$ cat config.mk
export PLATFORM = sky130hd
export DESIGN_NAME = wb_regwr_flat
export DESIGN_NICKNAME = d
export VERILOG_FILES = /design/src/rtl/wb_regwr_if.sv /design/src/rtl/wb_regwr.sv /design/src/flat_wrapper.sv
export SDC_FILE = /design/constraint.sdc
export NUM_CORES = 1
export LEC_CHECK = 0
export BUFFER_PORTS_ARGS = -buffer_cell sky130_fd_sc_hd__buf_2
export CORE_ASPECT_RATIO = 2
export CORE_MARGIN = 2
export CORE_UTILIZATION = 60
export CTS_CLUSTER_SIZE = 12
export DETAILED_ROUTE_END_ITERATION = 10
export PLACE_DENSITY = 0.91
export SLEW_MARGIN = 15
export SYNTH_ARGS = -nofsm -noshare
export SYNTH_HDL_FRONTEND = slang
export SYNTH_SLANG_ARGS = --single-unit
$ cat constraint.sdc
create_clock -name i_clk -period 16.58 [get_ports i_clk]
set_clock_uncertainty 0.15 [all_clocks]
set_input_delay 1.658 -clock i_clk [delete_from_list [all_inputs] [get_ports i_clk]]
set_output_delay 1.658 -clock i_clk [all_outputs]
set_load 0.005 [all_outputs]
$ cat src/rtl/wb_regwr_if.sv
// Bundle of the write-back collector's bus signals: ALU/load result inputs,
// the register-file write strobe and the decode-stage forwarding ports.
interface wb_regwr_if;
  logic        i_aluValid;
  logic [4:0]  i_aluReg;
  logic [31:0] i_aluData;
  logic        i_ldValid;
  logic        o_ldReady;
  logic [4:0]  i_ldReg;
  logic [31:0] i_ldData;
  logic        o_stall;
  logic        o_wrSig;
  logic [4:0]  o_wrReg;
  logic [31:0] o_wrData;
  logic [4:0]  i_rdReg1;
  logic [4:0]  i_rdReg2;
  logic        o_fwdHit1;
  logic        o_fwdHit2;
  logic [31:0] o_fwdData1;
  logic [31:0] o_fwdData2;

  modport slave (
    input  i_aluValid, i_aluReg, i_aluData,
    input  i_ldValid, i_ldReg, i_ldData,
    input  i_rdReg1, i_rdReg2,
    output o_ldReady, o_stall,
    output o_wrSig, o_wrReg, o_wrData,
    output o_fwdHit1, o_fwdHit2, o_fwdData1, o_fwdData2
  );

  modport master (
    output i_aluValid, i_aluReg, i_aluData,
    output i_ldValid, i_ldReg, i_ldData,
    output i_rdReg1, i_rdReg2,
    input  o_ldReady, o_stall,
    input  o_wrSig, o_wrReg, o_wrData,
    input  o_fwdHit1, o_fwdHit2, o_fwdData1, o_fwdData2
  );
endinterface

$ cat src/rtl/wb_regwr.sv
// Stage-5 write-back collector: in-order FIFO of ALU/load results, one
// registered register-file write per cycle. Define WB_FWD_EN for forwarding.
module wb_regwr #(
  parameter int DEPTH = 4
) (
  input  logic       i_clk,
  input  logic       i_reset_n,
  wb_regwr_if.slave  bus
);
  // Handshakes: the ALU source has no backpressure and must stay idle while
  // o_stall=1; a load transfers on any cycle where i_ldValid & o_ldReady.
  localparam int CW = $clog2(DEPTH + 1);
  localparam int PW = $clog2(DEPTH);

  logic [CW-1:0] r_count;
  logic [PW-1:0] r_head;
  logic [PW-1:0] r_tail;
  logic [4:0]    r_mem_reg  [DEPTH];
  logic [31:0]   r_mem_data [DEPTH];
  logic          r_wr_sig;
  logic [4:0]    r_wr_reg;
  logic [31:0]   r_wr_data;

  logic          w_pop;
  logic          w_stall;
  logic          w_alu_nz;
  logic          w_alu_store;
  logic          w_ld_ready;
  logic          w_ld_store;
  logic [CW:0]   w_ld_level;
  logic [PW-1:0] w_alu_addr;
  logic [PW-1:0] w_tail_nxt;
  logic [CW-1:0] w_count_nxt;

  function automatic logic [PW-1:0] ptr_inc(input logic [PW-1:0] p);
    if (p == PW'(DEPTH - 1)) return '0;
    return p + PW'(1);
  endfunction

  assign w_pop      = (r_count != '0);
  assign w_stall    = (r_count >= CW'(DEPTH - 1));
  assign w_alu_nz   = bus.i_aluValid && (bus.i_aluReg != 5'd0);
  assign w_ld_level = {1'b0, r_count} + {{CW{1'b0}}, w_alu_nz} - {{CW{1'b0}}, w_pop};
  assign w_ld_ready = (w_ld_level < (CW+1)'(DEPTH));

  // Results to x0 complete their handshake but never occupy an entry.
  assign w_ld_store  = bus.i_ldValid && w_ld_ready && (bus.i_ldReg != 5'd0);
  assign w_alu_store = w_alu_nz && !w_stall;

  // The load is older than a same-cycle ALU result, so it takes the tail slot.
  assign w_alu_addr  = w_ld_store ? ptr_inc(r_tail) : r_tail;
  assign w_tail_nxt  = w_alu_store ? ptr_inc(w_alu_addr)
                     : (w_ld_store ? ptr_inc(r_tail) : r_tail);
  assign w_count_nxt = r_count + CW'(w_ld_store) + CW'(w_alu_store) - CW'(w_pop);

  always_ff @(posedge i_clk) begin
    if (w_ld_store) begin
      r_mem_reg[r_tail]  <= bus.i_ldReg;
      r_mem_data[r_tail] <= bus.i_ldData;
    end
    if (w_alu_store) begin
      r_mem_reg[w_alu_addr]  <= bus.i_aluReg;
      r_mem_data[w_alu_addr] <= bus.i_aluData;
    end
  end

  always_ff @(posedge i_clk or negedge i_reset_n) begin
    if (!i_reset_n) begin
      r_count   <= '0;
      r_head    <= '0;
      r_tail    <= '0;
      r_wr_sig  <= 1'b0;
      r_wr_reg  <= 5'd0;
      r_wr_data <= 32'd0;
    end else begin
      r_count  <= w_count_nxt;
      r_tail   <= w_tail_nxt;
      r_wr_sig <= w_pop;
      if (w_pop) begin
        r_head    <= ptr_inc(r_head);
        r_wr_reg  <= r_mem_reg[r_head];
        r_wr_data <= r_mem_data[r_head];
      end
    end
  end

  assign bus.o_ldReady = w_ld_ready;
  assign bus.o_stall   = w_stall;
  assign bus.o_wrSig   = r_wr_sig;
  assign bus.o_wrReg   = r_wr_reg;
  assign bus.o_wrData  = r_wr_data;

`ifdef WB_FWD_EN
  logic        w_hit1;
  logic        w_hit2;
  logic [31:0] w_fwd1;
  logic [31:0] w_fwd2;

  // Walk oldest to youngest so a later match overrides an earlier one.
  always_comb begin
    logic [PW-1:0] v_idx;
    v_idx  = '0;
    w_hit1 = 1'b0;
    w_hit2 = 1'b0;
    w_fwd1 = 32'd0;
    w_fwd2 = 32'd0;
    if (r_wr_sig && (r_wr_reg == bus.i_rdReg1)) begin
      w_hit1 = 1'b1;
      w_fwd1 = r_wr_data;
    end
    if (r_wr_sig && (r_wr_reg == bus.i_rdReg2)) begin
      w_hit2 = 1'b1;
      w_fwd2 = r_wr_data;
    end
    for (int i = 0; i < DEPTH; i++) begin
      if (i < int'(r_count)) begin
        v_idx = PW'((int'(r_head) + i) % DEPTH);
        if (r_mem_reg[v_idx] == bus.i_rdReg1) begin
          w_hit1 = 1'b1;
          w_fwd1 = r_mem_data[v_idx];
        end
        if (r_mem_reg[v_idx] == bus.i_rdReg2) begin
          w_hit2 = 1'b1;
          w_fwd2 = r_mem_data[v_idx];
        end
      end
    end
    // x0 is hardwired; a stale match on index 0 must never forward.
    if (bus.i_rdReg1 == 5'd0) begin
      w_hit1 = 1'b0;
      w_fwd1 = 32'd0;
    end
    if (bus.i_rdReg2 == 5'd0) begin
      w_hit2 = 1'b0;
      w_fwd2 = 32'd0;
    end
  end

  assign bus.o_fwdHit1  = w_hit1;
  assign bus.o_fwdHit2  = w_hit2;
  assign bus.o_fwdData1 = w_fwd1;
  assign bus.o_fwdData2 = w_fwd2;
`else
  logic w_unused_rd;
  assign w_unused_rd    = ^{bus.i_rdReg1, bus.i_rdReg2};
  assign bus.o_fwdHit1  = 1'b0;
  assign bus.o_fwdHit2  = 1'b0;
  assign bus.o_fwdData1 = 32'd0;
  assign bus.o_fwdData2 = 32'd0;
`endif

  a_alu_while_stalled: assert property (@(posedge i_clk) disable iff (!i_reset_n)
    !(bus.i_aluValid && w_stall))
    else $error("wb_regwr: ALU result issued while stalled, entry dropped");

endmodule
$ cat src/flat_wrapper.sv
// flat-port wrapper written by rule: the top's interface ports become plain ports
module wb_regwr_flat 
#(
  parameter int DEPTH = 4
)
  (i_clk, i_reset_n, bus_i_aluValid, bus_i_aluReg, bus_i_aluData, bus_i_ldValid, bus_i_ldReg, bus_i_ldData, bus_i_rdReg1, bus_i_rdReg2, bus_o_ldReady, bus_o_stall, bus_o_wrSig, bus_o_wrReg, bus_o_wrData, bus_o_fwdHit1, bus_o_fwdHit2, bus_o_fwdData1, bus_o_fwdData2);
  wb_regwr_if bus_i ();
  input  logic i_clk;
  input  logic i_reset_n;
  input wire logic [$bits(bus_i.i_aluValid)-1:0] bus_i_aluValid;
  input wire logic [$bits(bus_i.i_aluReg)-1:0] bus_i_aluReg;
  input wire logic [$bits(bus_i.i_aluData)-1:0] bus_i_aluData;
  input wire logic [$bits(bus_i.i_ldValid)-1:0] bus_i_ldValid;
  input wire logic [$bits(bus_i.i_ldReg)-1:0] bus_i_ldReg;
  input wire logic [$bits(bus_i.i_ldData)-1:0] bus_i_ldData;
  input wire logic [$bits(bus_i.i_rdReg1)-1:0] bus_i_rdReg1;
  input wire logic [$bits(bus_i.i_rdReg2)-1:0] bus_i_rdReg2;
  output wire logic [$bits(bus_i.o_ldReady)-1:0] bus_o_ldReady;
  output wire logic [$bits(bus_i.o_stall)-1:0] bus_o_stall;
  output wire logic [$bits(bus_i.o_wrSig)-1:0] bus_o_wrSig;
  output wire logic [$bits(bus_i.o_wrReg)-1:0] bus_o_wrReg;
  output wire logic [$bits(bus_i.o_wrData)-1:0] bus_o_wrData;
  output wire logic [$bits(bus_i.o_fwdHit1)-1:0] bus_o_fwdHit1;
  output wire logic [$bits(bus_i.o_fwdHit2)-1:0] bus_o_fwdHit2;
  output wire logic [$bits(bus_i.o_fwdData1)-1:0] bus_o_fwdData1;
  output wire logic [$bits(bus_i.o_fwdData2)-1:0] bus_o_fwdData2;
  assign bus_i.i_aluValid = bus_i_aluValid;
  assign bus_i.i_aluReg = bus_i_aluReg;
  assign bus_i.i_aluData = bus_i_aluData;
  assign bus_i.i_ldValid = bus_i_ldValid;
  assign bus_i.i_ldReg = bus_i_ldReg;
  assign bus_i.i_ldData = bus_i_ldData;
  assign bus_i.i_rdReg1 = bus_i_rdReg1;
  assign bus_i.i_rdReg2 = bus_i_rdReg2;
  assign bus_o_ldReady = bus_i.o_ldReady;
  assign bus_o_stall = bus_i.o_stall;
  assign bus_o_wrSig = bus_i.o_wrSig;
  assign bus_o_wrReg = bus_i.o_wrReg;
  assign bus_o_wrData = bus_i.o_wrData;
  assign bus_o_fwdHit1 = bus_i.o_fwdHit1;
  assign bus_o_fwdHit2 = bus_i.o_fwdHit2;
  assign bus_o_fwdData1 = bus_i.o_fwdData1;
  assign bus_o_fwdData2 = bus_i.o_fwdData2;
  wb_regwr #(.DEPTH(DEPTH)) u_core (.i_clk(i_clk), .i_reset_n(i_reset_n), .bus(bus_i));
endmodule
==> results of run 1 <==
==> per-stage QoR <==
step                instance area (µm²)  worst slack, ns  util [%]  total power [W]  cells
floorplan                         10200            10.47         -          0.00142    645
global placement                  10500            10.50      64.3          0.00160    881
detailed placement                10500            10.46      64.3          0.00166    881
CTS                               11000            10.89      67.7          0.00204    913
global route                      11000            10.69      67.8          0.00212    916
finish                            11000            10.90      67.8          0.00202    916
==> per-layer routing <==
metal	GRT usage (%)	routed length (µm)	vias to the layer above
li1	-	-	2334
met1	27.8	7080	2710
met2	45.4	12100	223
met3	3.28	1080	23
met4	10.8	399	0
met5	0	0	-
==> worst max path at each step <==
stage                                    end  cells after the start
floorplan            u_core.r_mem_data[1][0]                      5
global placement    u_core.r_mem_data[3][14]                     10
detailed placement  u_core.r_mem_data[3][14]                     10
CTS                 u_core.r_mem_data[3][17]                      9
global route        u_core.r_mem_data[3][17]                     10
finish              u_core.r_mem_data[3][13]                      9
==> placed cells by master (no fill, tap or decap), types with 4 or more instances in the layout <==
master       n
mux2_4      60
ha_1        11
dfrtp_1     43
edfxtp_1   148
inv_1       14
nand2_2      4
conb_1      66
clkinv_4     5
buf_2      117
buf_4        7
mux2_2     126
clkbuf_16   17
mux4_2      37
nand2_1      4
==> area by class of cell <==
type,count,area share [%]
diodes,3,0.0681
clock buffers,20,3.96
clock inverters,12,1.02
inverters,15,0.556
multi-input cells,345,35.7
flip-flops and latches,193,50.6
well taps,204,2.32
repair buffers,124,5.79
==> power by group through the flow <==
stage | registers (W) | clock network (W) | logic, W
floorplan | 0.000848 | 0 | 0.000567
global placement | 0.000876 | 0 | 0.000722
detailed placement | 0.000895 | 0 | 0.000760
CTS | 0.000889 | 0.000387 | 0.000767
global route | 0.000907 | 0.000404 | 0.000813
finish | 0.000887 | 0.000384 | 0.000754
==> worst max-delay path, cell delays in order <==
cell and delay, ns:
buf_2 0.13, nor3_1 0.40, o2bb2ai_1 0.29, mux2i_4 0.43
mux2i_1 0.40, inv_1 0.10, ha_1 0.22, nand2_2 0.82
nand2_2 0.95
==> logic make-up (layout without fill, tap and decap cells) <==
kind of cell | Yosys count | after routing | share of synthesized area, %
multiplexers | 228 | 228 | 32.6
flip-flops | 193 | 193 | 56.1
buffers and inverters | 107 | 171 | 7.11
AND/OR/NAND/NOR | 25 | 25 | 1.36
adder cells (fa/ha/maj) | 13 | 13 | 1.79
AO/OA/AOI/OAI | 10 | 10 | 0.731
XOR/XNOR | 3 | 3 | 0.265
other | 1 | 69 | 0.0378
==> run_results.csv, run 1 <==
group,metric,value,unit
status,status,"finished, final reports clean",
power_and_ir_drop,combPwrFrac,37.2,%
setup_path,r2r_end,"u_core.r_mem_data[3][13]",
clock_network,numCtsBuffers,17,
synthesis,async_flop_share,23.3,%
power_and_ir_drop,p_sw,0.000653,W
global_route,first_global_vias,5751,
hold_path,hold_path.class,"reg -> reg",
clock_network,h-tree-depth,4,
detailed_routing,finalWirelength,20700,µm
final_layout,syn_to_final_growth,11.0,%
synthesis,syn_area,0.00993,mm²
synthesis,synth_top_area_cell,"edfxtp_1",
detailed_routing,drt_iter0_drc,302,
synthesis,synth_cell_types,38,
setup_path,crit_required,16.33,ns
power_and_ir_drop,netSwitchingFraction,32.2,%
clock_network,clk_latency,0.43,ns
synthesis,synth-edff-count,148,
die,die_height,186,µm
setup_path,worst_r2r_path_depth,13,
global_route,grt_pass1_wl,31500,µm
clock_network,cts_tree,"done",
sta,period_minus_slack,5.68,ns
die,start_util,61.1,%
detailed_routing,num_vias,5290,
hold_path,hp-start,"u_core.bus.o_wrData[12]",
die,fp.dieW,95.0,µm
global_route,grt.total_usage,24.6,%
global_route,grt_max_degree,46,
placed_design,io_buffers,117,
power_and_ir_drop,peakVddDrop,0.145,mV
die,ioPinCount,194,
sta,fmax,176,MHz
final_layout,final.fill_count,1066,
setup_path,worst_setup_path_end_kind,"flop",
setup_path,r2r_slack,11.13,ns
clock_network,clock_path_buffers,2,
sta,rsz0062_at_grt,"no",
die,dieArea,0.0177,mm²
power_and_ir_drop,clkPwrFrac,19.0,%
sta,final-hold-violation-count,0,
synthesis,synth_ff_type,"edfxtp_1",
synthesis,synth_warnings,0,
die,fp-row-count,66,
clock_network,cts_root_buf,"clkbuf_16",
placed_design,place_congestion,0.767,
sta,tns,0,ns
final_layout,fin_nets,797,
synthesis,post-synth-top-area-fraction,44.7,%
setup_path,worstPathArrival,5.43,ns
synthesis,yosys-top-cells-area,"edfxtp_1, mux2_2, dfrtp_1",
clock_network,cts-hold-fix-buffers,0,
sta,slew_viol_final,0,
clock_network,clk_pin_slew_worst_paths,0.07,ns
detailed_routing,wl_per_cell,22.6,µm
detailed_routing,routed_via_density,5.78,
power_and_ir_drop,power_density,184,mW/mm²
detailed_routing,firstDrtPassIters,4,
clock_network,cts_sinks,193,
clock_network,cts-resized-gates,0,
sta,maxSlewHeadroom,21.9,%
global_route,antenna_found_initial,3,
setup_path,crit_path_start_kind,"primary input",
detailed_routing,ant_nets,0,
hold_path,worstHoldPathCells,1,
job,maxCapViolations,0,
placed_design,place_hpwl,13100,µm
setup_path,critPathKind,"in -> reg",
synthesis,syn_inst,580,
final_layout,multi_input_area,0.00394,mm²
synthesis,netlist_top_cells_count,"edfxtp_1, mux2_2, buf_4",
synthesis,synth.most_common_cell,"edfxtp_1",
synthesis,syn_avg_cell_area,17.1,µm²
sta,period_share,34.2,%
detailed_routing,drcViolationCount,0,
synthesis,ys_seq_area_share,56.1,%
synthesis,ys_ff_latch,193,
sta,tightestPinTransition,1.17,ns
power_and_ir_drop,internal-power,0.00137,W
clock_network,cts_setup_buffers,0,
power_and_ir_drop,leakage,4.30,nW
setup_path,startpoint,"bus_i_aluReg[0]",
final_layout,area.sequential,0.00557,mm²
sta,setup_viol,0,
setup_path,crit_fanout,38,
final_layout,drive_gt1_share,55.0,%
die,coreArea,0.0163,mm²
hold_path,worst_hold_path.endpoint,"u_core.bus.o_wrData[12]",
power_and_ir_drop,power_frac_seq,43.8,%
global_route,grt-ovfl-total,0,
sta,timing.hold.ws,0.351,ns
setup_path,r2r_start,"u_core.r_count[2]",
final_layout,largest_reg_flops,128,
Note: power is estimated with default switching activity, not from simulation.
==> inputs of run 2 (changes only) <==
CORE_UTILIZATION = 50   (was 60)
PLACE_DENSITY = 0.81   (was 0.91)
clock period = 5.2 ns   (was 16.58 ns; I/O delays follow)
==> run 2 against run 1 <==
  * Via count is 1.6% higher
  * Non-clock buffer count grew 7
  * Combinational power grew to 3.3 times the previous value
  * Sequential power grew to 3.1 times the previous value
  * Wire length grew 1.9%
  * Final area grew 1.6%
  * Clock power rose to 3.3 times the previous value
  * Register-to-register slack got worse by 10 ns
  * Critical path depth grew 5
  * Clock-buffer cell count grew 2
  * Setup slack worse by 10 ns
  * Sequential cell count did not move
  * Critical endpoint is now u_core.r_mem_data[0][21]
  * Largest power group unchanged
==> run_results.csv, run 2 (synthesis gave the netlist of run 1 again) <==
group,metric,value,unit
status,status,"finished, final reports clean",
sta,post-route-worst-setup-slack,0.789,ns
clock_network,cts_tree,"done",
die,coreArea,0.0197,mm²
clock_network,numCtsBuffers,17,
final_layout,drive_gt1_share,55.3,%
detailed_routing,firstDrtPassIters,4,
power_and_ir_drop,p_total,0.00653,W
detailed_routing,num_vias,5372,
global_route,grt_pass1_wl,32200,µm
sta,tightestPinTransition,1.09,ns
final_layout,syn_to_final_growth,12.7,%
global_route,grt.total_usage,20.6,%
clock_network,cts-hold-fix-buffers,0,
sta,fmax,227,MHz
global_route,grt_max_degree,46,
detailed_routing,finalWirelength,21100,µm
final_layout,largest_reg_flops,128,
setup_path,worstPathArrival,4.45,ns
global_route,first_global_vias,5917,
global_route,grt-ovfl-total,0,
final_layout,fin_nets,804,
detailed_routing,drt_iter0_drc,193,
placed_design,place_hpwl,13500,µm
power_and_ir_drop,peakVddDrop,0.387,mV
placed_design,preCtsSetupSlack,0.807,ns
setup_path,worst_setup_path_end_kind,"flop",
sta,setup_viol,0,
sta,tns,0,ns
setup_path,cp_slowest_cell,"buf_4",
setup_path,critPathKind,"reg -> reg",
clock_network,cts_root_buf,"clkbuf_16",
setup_path,crit_required,5.24,ns
setup_path,critical-path-top-delay-family,"multiplexers",
setup_path,cp_num_buf_inv,4,
sta,slew_viol_final,0,
final_layout,final_common_cell,"edfxtp_1",
setup_path,crit_path_max_incr_delay,0.48,ns
die,ioPinCount,194,
sta,period_share,84.8,%
clock_network,cts_setup_buffers,0,
detailed_routing,routed_via_density,5.47,
die,die_height,203,µm
placed_design,place_congestion,0.767,
sta,timing.hold.ws,0.0502,ns
die,dieArea,0.0211,mm²
detailed_routing,wl_per_cell,21.4,µm
setup_path,critical_path.most_common_cell,"ha_1",
die,fp-row-count,73,
sta,period_minus_slack,4.41,ns
sta,rsz0062_at_grt,"no",
clock_network,cts_sinks,193,
setup_path,r2r_slack,0.79,ns
job,maxCapViolations,0,
hold_path,hold_path.class,"in -> async",
sta,maxSlewHeadroom,27.7,%
final_layout,layout_common_cells,"edfxtp_1, mux2_2, buf_2",
detailed_routing,ant_nets,0,
setup_path,path_cells,"nor3_2 -> inv_1 -> ha_1 -> inv_1 -> ha_1 -> and3b_1 -> o2bb2ai_1 -> mux2i_4 -> inv_6 -> mux2i_1 -> ha_1 -> nand2_2 -> buf_4 -> mux2_2",
power_and_ir_drop,power_density,583,mW/mm²
clock_network,clk_pin_slew_worst_paths,0.07,ns
die,start_util,50.3,%
clock_network,clk_latency,0.44,ns
die,fp.dieW,104,µm
detailed_routing,drcViolationCount,0,
global_route,antenna_found_initial,4,
clock_network,clock_path_buffers,2,
setup_path,crit_path_start_kind,"flop",
sta,final-hold-violation-count,0,
placed_design,io_buffers,117,
power_and_ir_drop,leakage,4.34,nW
clock_network,cts-resized-gates,0,
setup_path,crit_fanout,23,
clock_network,h-tree-depth,4,
[run 2: cell count changes in the layout (fill, tap and decap cells not counted)]
cell,change
buf_12,+3
buf_4,+4
clkbuf_1,-1
clkbuf_8,+3
clkinv_1,+2
clkinv_2,-1
clkinv_4,-4
clkinvlp_4,+2
diode_2,+1
inv_6,-1
[run 2: worst paths after layout]
check / cells past startpoint / start / endpoint
worst max-delay path: 14 / u_core.r_count[2] / u_core.r_mem_data[0][21]
max in group asynchronous: 2 / i_reset_n / u_core.r_head[1]
worst min-delay path: 2 / i_reset_n / u_core.bus.o_wrData[8]
worst max register to register: 14 / u_core.r_count[2] / u_core.r_mem_data[0][21]
worst min register to register: 1 / u_core.bus.o_wrData[5] / u_core.bus.o_wrData[5]
min in group i_clk: 2 / bus_i_ldData[29] / u_core.r_mem_data[2][29]
[run 2: where the power goes]
group	total [W]	switching [W]	internal, W
Sequential	0.00279	0.000317	0.00248
Clock	0.00125	0.000554	0.000693
Combinational	0.00249	0.00122	0.00127
Total	0.00653	0.00209	0.00444
[run 2: worst reg2reg max path: stages, from the launching register on]
cell and delay, ns:
dfrtp_1 0.44, nor3_2 0.23, inv_1 0.11, ha_1 0.20, inv_1 0.05, ha_1 0.21, and3b_1 0.18, o2bb2ai_1 0.35
mux2i_4 0.44, inv_6 0.13, mux2i_1 0.19, ha_1 0.22, nand2_2 0.37, buf_4 0.48, mux2_2 0.41
[run 2: routing by layer]
layer,GRT usage [%],wire (µm),vias up
li1,-,-,2340
met4,10.9,799,0
met5,0,0,-
met1,21.2,7640,2770
met3,4.28,959,52
met2,38.8,11700,210
[run 2: stage by stage]
stage	std cells	cell area, µm²	util, %
after floorplan	645	10200	-
after global placement	946	10600	53.9
after detailed placement	946	10600	53.9
after CTS	978	11200	56.7
after global routing	982	11200	56.8
final	982	11200	56.8
[run 2: layout make-up]
type                    instances  area (µm²)
flip-flops and latches        193        5570
fillers                      1551        8530
multi-input cells             345        3940
clock buffers                  22         474
clock inverters                10        86.3
inverters                      15        61.3
diodes                          4        10.0
well taps                     262         328
repair buffers                131         728
